<file path="config.mk">
export PLATFORM = sky130hd
export DESIGN_NAME = mm_host_sequencer
export DESIGN_NICKNAME = d
export VERILOG_FILES = /design/src/rtl/mm_host_sequencer.sv
export SDC_FILE = /design/constraint.sdc
export NUM_CORES = 1
export LEC_CHECK = 0
export ABC_AREA = 1
export CORE_AREA = 2 2 158 144
export DETAILED_ROUTE_END_ITERATION = 8
export DIE_AREA = 0 0 160 146
export HOLD_SLACK_MARGIN = 0.03
export PLACE_DENSITY_LB_ADDON = 0.05
export SKIP_CTS_REPAIR_TIMING = 1
export SLEW_MARGIN = 20
export SYNTH_ARGS = -nofsm -noshare
export SYNTH_HDL_FRONTEND = slang
export SYNTH_SLANG_ARGS = --single-unit
export TNS_END_PERCENT = 50
</file>
<file path="constraint.sdc">
create_clock -name clk -period 3.2 [get_ports clk]
set_input_delay 0.64 -clock clk [delete_from_list [all_inputs] [get_ports clk]]
set_output_delay 0.64 -clock clk [all_outputs]
set_load 0.01 [all_outputs]
</file>
<file path="src/rtl/mm_host_sequencer.sv">
// Host-side sequencer for a memory-mapped register slave: queues config writes,
// reads each one back, and runs periodic or on-demand status/error polls.
module mm_host_sequencer #(
   parameter int FIFO_DEPTH = 4
) (
   input  logic        clk,
   input  logic        rst_n,
   input  logic        cfg_valid,
   input  logic [31:0] cfg_data,
   output logic        cfg_ready,
   input  logic [19:0] poll_period,
   input  logic        poll_now,
   input  logic        err_clr,
   output logic        mm_write_en,
   output logic        mm_read_en,
   output logic [7:0]  mm_addr,
   output logic [31:0] mm_wdata,
   input  logic [31:0] mm_rdata,
   output logic [1:0]  active_channel,
   output logic [3:0]  signal_present,
   output logic [31:0] error_counts,
   output logic        status_valid,
   output logic        cfg_done,
   output logic        cfg_mismatch,
   output logic        busy
);

   localparam int AW = $clog2(FIFO_DEPTH);

   localparam logic [2:0] IDLE   = 3'd0;
   localparam logic [2:0] WR     = 3'd1;
   localparam logic [2:0] RB_REQ = 3'd2;
   localparam logic [2:0] RB_CAP = 3'd3;
   localparam logic [2:0] ST_REQ = 3'd4;
   localparam logic [2:0] ST_CAP = 3'd5;
   localparam logic [2:0] ER_REQ = 3'd6;
   localparam logic [2:0] ER_CAP = 3'd7;

   logic [2:0]  state_reg, state_next;
   logic [31:0] fifo_mem [FIFO_DEPTH];
   logic [AW:0] wr_ptr_reg, rd_ptr_reg;
   logic [31:0] wdata_reg;
   logic [19:0] poll_cnt_reg;
   logic        poll_pending_reg;
   logic        fifo_empty, fifo_full, push, pop, poll_tick, start_poll;

   // Extra pointer MSB distinguishes full from empty when the indices match.
   assign fifo_empty = (wr_ptr_reg == rd_ptr_reg);
   assign fifo_full  = (wr_ptr_reg[AW] != rd_ptr_reg[AW]) &&
                       (wr_ptr_reg[AW-1:0] == rd_ptr_reg[AW-1:0]);
   assign cfg_ready  = !fifo_full;
   assign push       = cfg_valid && !fifo_full;
   assign pop        = (state_reg == IDLE) && !fifo_empty;
   assign start_poll = (state_reg == IDLE) && fifo_empty && poll_pending_reg;
   assign poll_tick  = (poll_period != 20'd0) && (poll_cnt_reg >= poll_period - 20'd1);

   always_ff @(posedge clk) begin
      if (push) fifo_mem[wr_ptr_reg[AW-1:0]] <= cfg_data;
   end

   always_comb begin
      state_next = state_reg;
      case (state_reg)
         IDLE:    if (!fifo_empty) state_next = WR;
                  else if (poll_pending_reg) state_next = ST_REQ;
         WR:      state_next = RB_REQ;
         RB_REQ:  state_next = RB_CAP;
         RB_CAP:  state_next = IDLE;
         ST_REQ:  state_next = ST_CAP;
         ST_CAP:  state_next = ER_REQ;
         ER_REQ:  state_next = ER_CAP;
         default: state_next = IDLE;
      endcase
   end

   always_ff @(posedge clk or negedge rst_n) begin
      if (!rst_n) begin
         state_reg        <= IDLE;
         wr_ptr_reg       <= '0;
         rd_ptr_reg       <= '0;
         wdata_reg        <= '0;
         poll_cnt_reg     <= '0;
         poll_pending_reg <= 1'b0;
      end else begin
         state_reg <= state_next;
         if (push) wr_ptr_reg <= wr_ptr_reg + 1'b1;
         if (pop) begin
            rd_ptr_reg <= rd_ptr_reg + 1'b1;
            wdata_reg  <= fifo_mem[rd_ptr_reg[AW-1:0]];
         end
         if (poll_period == 20'd0 || poll_tick) poll_cnt_reg <= '0;
         else                                   poll_cnt_reg <= poll_cnt_reg + 20'd1;
         // A new request in the same cycle as poll start is kept for the next poll.
         if (poll_tick || poll_now) poll_pending_reg <= 1'b1;
         else if (start_poll)       poll_pending_reg <= 1'b0;
      end
   end

   always_ff @(posedge clk or negedge rst_n) begin
      if (!rst_n) begin
         cfg_done       <= 1'b0;
         cfg_mismatch   <= 1'b0;
         status_valid   <= 1'b0;
         active_channel <= '0;
         signal_present <= '0;
         error_counts   <= '0;
      end else begin
         cfg_done     <= (state_reg == RB_CAP);
         status_valid <= (state_reg == ER_CAP);
         if (state_reg == RB_CAP && mm_rdata != wdata_reg) cfg_mismatch <= 1'b1;
         else if (err_clr)                                 cfg_mismatch <= 1'b0;
         if (state_reg == ST_CAP) begin
            active_channel <= mm_rdata[1:0];
            signal_present <= mm_rdata[5:2];
         end
         if (state_reg == ER_CAP) error_counts <= mm_rdata;
      end
   end

   // Bus outputs decode straight from state so reset drops strobes immediately.
   always_comb begin
      mm_write_en = (state_reg == WR);
      mm_read_en  = (state_reg == RB_REQ) || (state_reg == ST_REQ) || (state_reg == ER_REQ);
      mm_addr     = 8'h00;
      if (state_reg == ST_REQ) mm_addr = 8'h01;
      if (state_reg == ER_REQ) mm_addr = 8'h02;
      mm_wdata    = (state_reg == WR) ? wdata_reg : 32'h0;
   end

   assign busy = (state_reg != IDLE);

endmodule

</file>
==> summary.md <==
| Metric | Value |
|---|---|
| Detail Placement HPWL | 17.3 mm |
| Combinational Power Share | 37.5% |
| Vias in the first global route | 7516 |
| Aggregate global-route resource usage | 21.3% |
| Max Slew Vio Count | 0 |
| CTS buffer count | 26 |
| Switching Fraction | 35.0% |
| Die X-Extent | 160 µm |
| R2r setup slk | 1100 ps |
| Via count | 7749 |
| Max reg flops | 128 |
| Synth warn | 0 |
| Die H | 146 µm |
| Crit. Startpoint | state_reg[1] |
| Status | finished clean |
| Hold WS | 188 ps |
| Most frequent cell after synthesis | nor2_1 |
| DRC Markers | 0 |
| Crit path capture type | output port |
| Final hold viol count | 0 |
| Synth top area share | 35.9% |
| H-Tree Depth | 1 |
| Fmax | 325 MHz |
| Clock sinks | 231 |
| Startpoint Class | flip-flop |
| Reg clk slew, reported paths | 60 ps |
| GPL Wtd Cong | 0.858 |
| Min Tclk post-route | 3080 ps |
| Vias per std cell | 4.86 |
| I/O pin count | 174 |
| Core Util, Final | 63.7% |
| Die ar. | 23400 µm² |
| Max stage delay on crit path | 570 ps |
| Tot Pwr | 12.2 mW |
| Slowest CP cell | clkdlybuf4s50_1 |
| Gate Count Post-Synth | 1092 |
| Crit path DAT | 2440 ps |
| Fin nets | 1400 |
| Ys flop type | edfxtp_1 |
| Hold Path Class | input pin to asynchronous set/reset pin |
| IO buf count | 167 |
| P&R area growth vs syn | 28.2% |
| Share of post-route cells with drive strength above 1 | 8.98% |
| Clk_lat worst skew | 540 ps |
| Post-synth EDFFs | 128 |
| Avg WL per Cell | 15.5 µm |
| Synth top area cells | edfxtp_1 (36%), dfrtp_1 (24%), nor2_1 (7.2%), nand2_1 (7.0%), o21ai_0 (3.6%) |
| Register area share after synthesis | 60.0% |
| Max-capacitance violation count | 0 |
| Starting density of the core | 49.7% |
| Worst clock skew | 11.9 ps |
| Top post-synthesis cells by count | nor2_1 (205), nand2_1 (200), edfxtp_1 (128) |
| Dpl ws | -132 ps |
| Slew margin rel. | 46.0% |
| DRT Wirelength | 24.7 mm |
| FFs w/ async S/R, synth | 44.6% |
| R2R depth | 6 |
| P_leak | 5.78 nW |
| Worst endpoint required time | 2560 ps |
| PwrDens | 887 nW/µm² |
| Antenna-violating nets left | 0 |
| CP cell instances | nor2_2, inv_1, nor2_1, inv_1, buf_4, nor2_1, clkdlybuf4s50_1 |
| Total gr overflow | 0 |
| Slew at the pin with the worst max-slew slack | 810 ps |
| Pint | 7.92 mW |
| Maximum clock path buffer count | 3 |
| Setup violators final | 0 |
| Synth Register Bits | 231 |
| Sequential Power Share | 37.7% |
| Synth area leader | edfxtp_1 |
| Setup crit end | mm_wdata[30] |
| Initial DRC count | 466 |
| Netlist cell types | 30 |
| Initial antenna violation count | 0 |
| Net switching power | 4.26 mW |
| ANT cells | 0 |
| Std-Cell Rows | 51 |
| Tcrit/Tclk final | 96.2% |
| Clock power share | 24.9% |
| FF-to-FF End | fifo_mem[1][25] |
| WS Path Type | flip-flop to output port |
| CTS tree | yes |
| DRT Pass-1 Iters | 5 |
| Reg-to-reg critical path startpoint | rd_ptr_reg[0] |
| Setup slack after layout | 122 ps |
| Maximum vdd drop | 0.446 mV |
| Core Region | 21600 µm² |
| Synthesized area per cell | 9.81 µm² |
| Setup tns final | 0 ps |
| CTS Root Cell | clkbuf_16 |
| Cell Area, Synth | 10700 µm² |
| Largest net degree at the start of global routing | 61 |
| Global-route wire length before repair | 39.9 mm |
| Worst-path fanout max | 32 |
[power groups by stage]
| stage | registers [mW] | logic [mW] | clock network, mW |
|---|---|---|---|
| after floorplan | 4.66 | 2.64 | 0 |
| after global placement | 4.63 | 4.55 | 0 |
| after detailed placement | 4.65 | 4.61 | 0 |
| after CTS | 4.59 | 4.64 | 3.09 |
| after global routing | 4.70 | 5.05 | 3.22 |
| final | 4.59 | 4.56 | 3.03 |
[through the flow]
step                area [µm²]  instances
floorplan                10700       1097
detailed placement       12800       1547
CTS                      13700       1594
global route             13700       1594
finish                   13700       1594
global placement         12800       1547
[critical path, delay by kind of cell, from the launching register on]
family | cells | cell delay, ps
buffers and inverters | 4 | 920
AND/OR/NAND/NOR | 3 | 520
flip-flops | 1 | 440
[cell families after synthesis]
| group | share of synthesized area, % |
|---|---|
| xor gates and xnor gates | 5.15 |
| other | 0.0350 |
| adders and majority gates | 3.15 |
| and+or+nand+nor | 17.3 |
| buffers and inverters | 6.12 |
| DFF | 60.0 |
| AOI/OAI and AO/OA | 8.24 |
[layer usage]
layer / global-route usage, % / routed length [µm]
met4: 5.09 / 534
met5: 0 / 0
met2: 33.8 / 11200
met1: 31.0 / 11800
met3: 3.45 / 1260
[worst min-delay path by stage]
stage | from | slack (ps) | endpoint
finish | rst_n | 190 | wdata_reg[10]
global route | rst_n | 260 | wdata_reg[10]
CTS | rst_n | 210 | wdata_reg[30]
detailed placement | error_counts[24] | 460 | error_counts[24]
global placement | error_counts[29] | 450 | error_counts[29]
floorplan | rst_n | 340 | active_channel[0]
[layout by cell type (no fill, tap or decap), drive strengths merged]
master	instances
nor2	211
nand2	203
clkdlybuf4s50	166
edfxtp	128
inv	110
dfrtp	103
o21ai	82
a21oi	40
buf	39
xnor2	38
clkbuf	36
o22ai	32
ha	27
xor2	25
nand3	20
nand4	12
nor3	10
conb	6
clkinv	5
bufinv	4
nand3b	3
and2	1
or2	1
clkinvlp	1
[layout make-up]
cell class	instances	area (µm²)
clock inverter	11	185
inverter	109	409
multi-input combinational	711	3660
fill	1834	7840
tap	291	364
sequential	231	6420
timing repair buffer	205	1990
clock buffer	36	698
(Power assumes the default switching activity.)
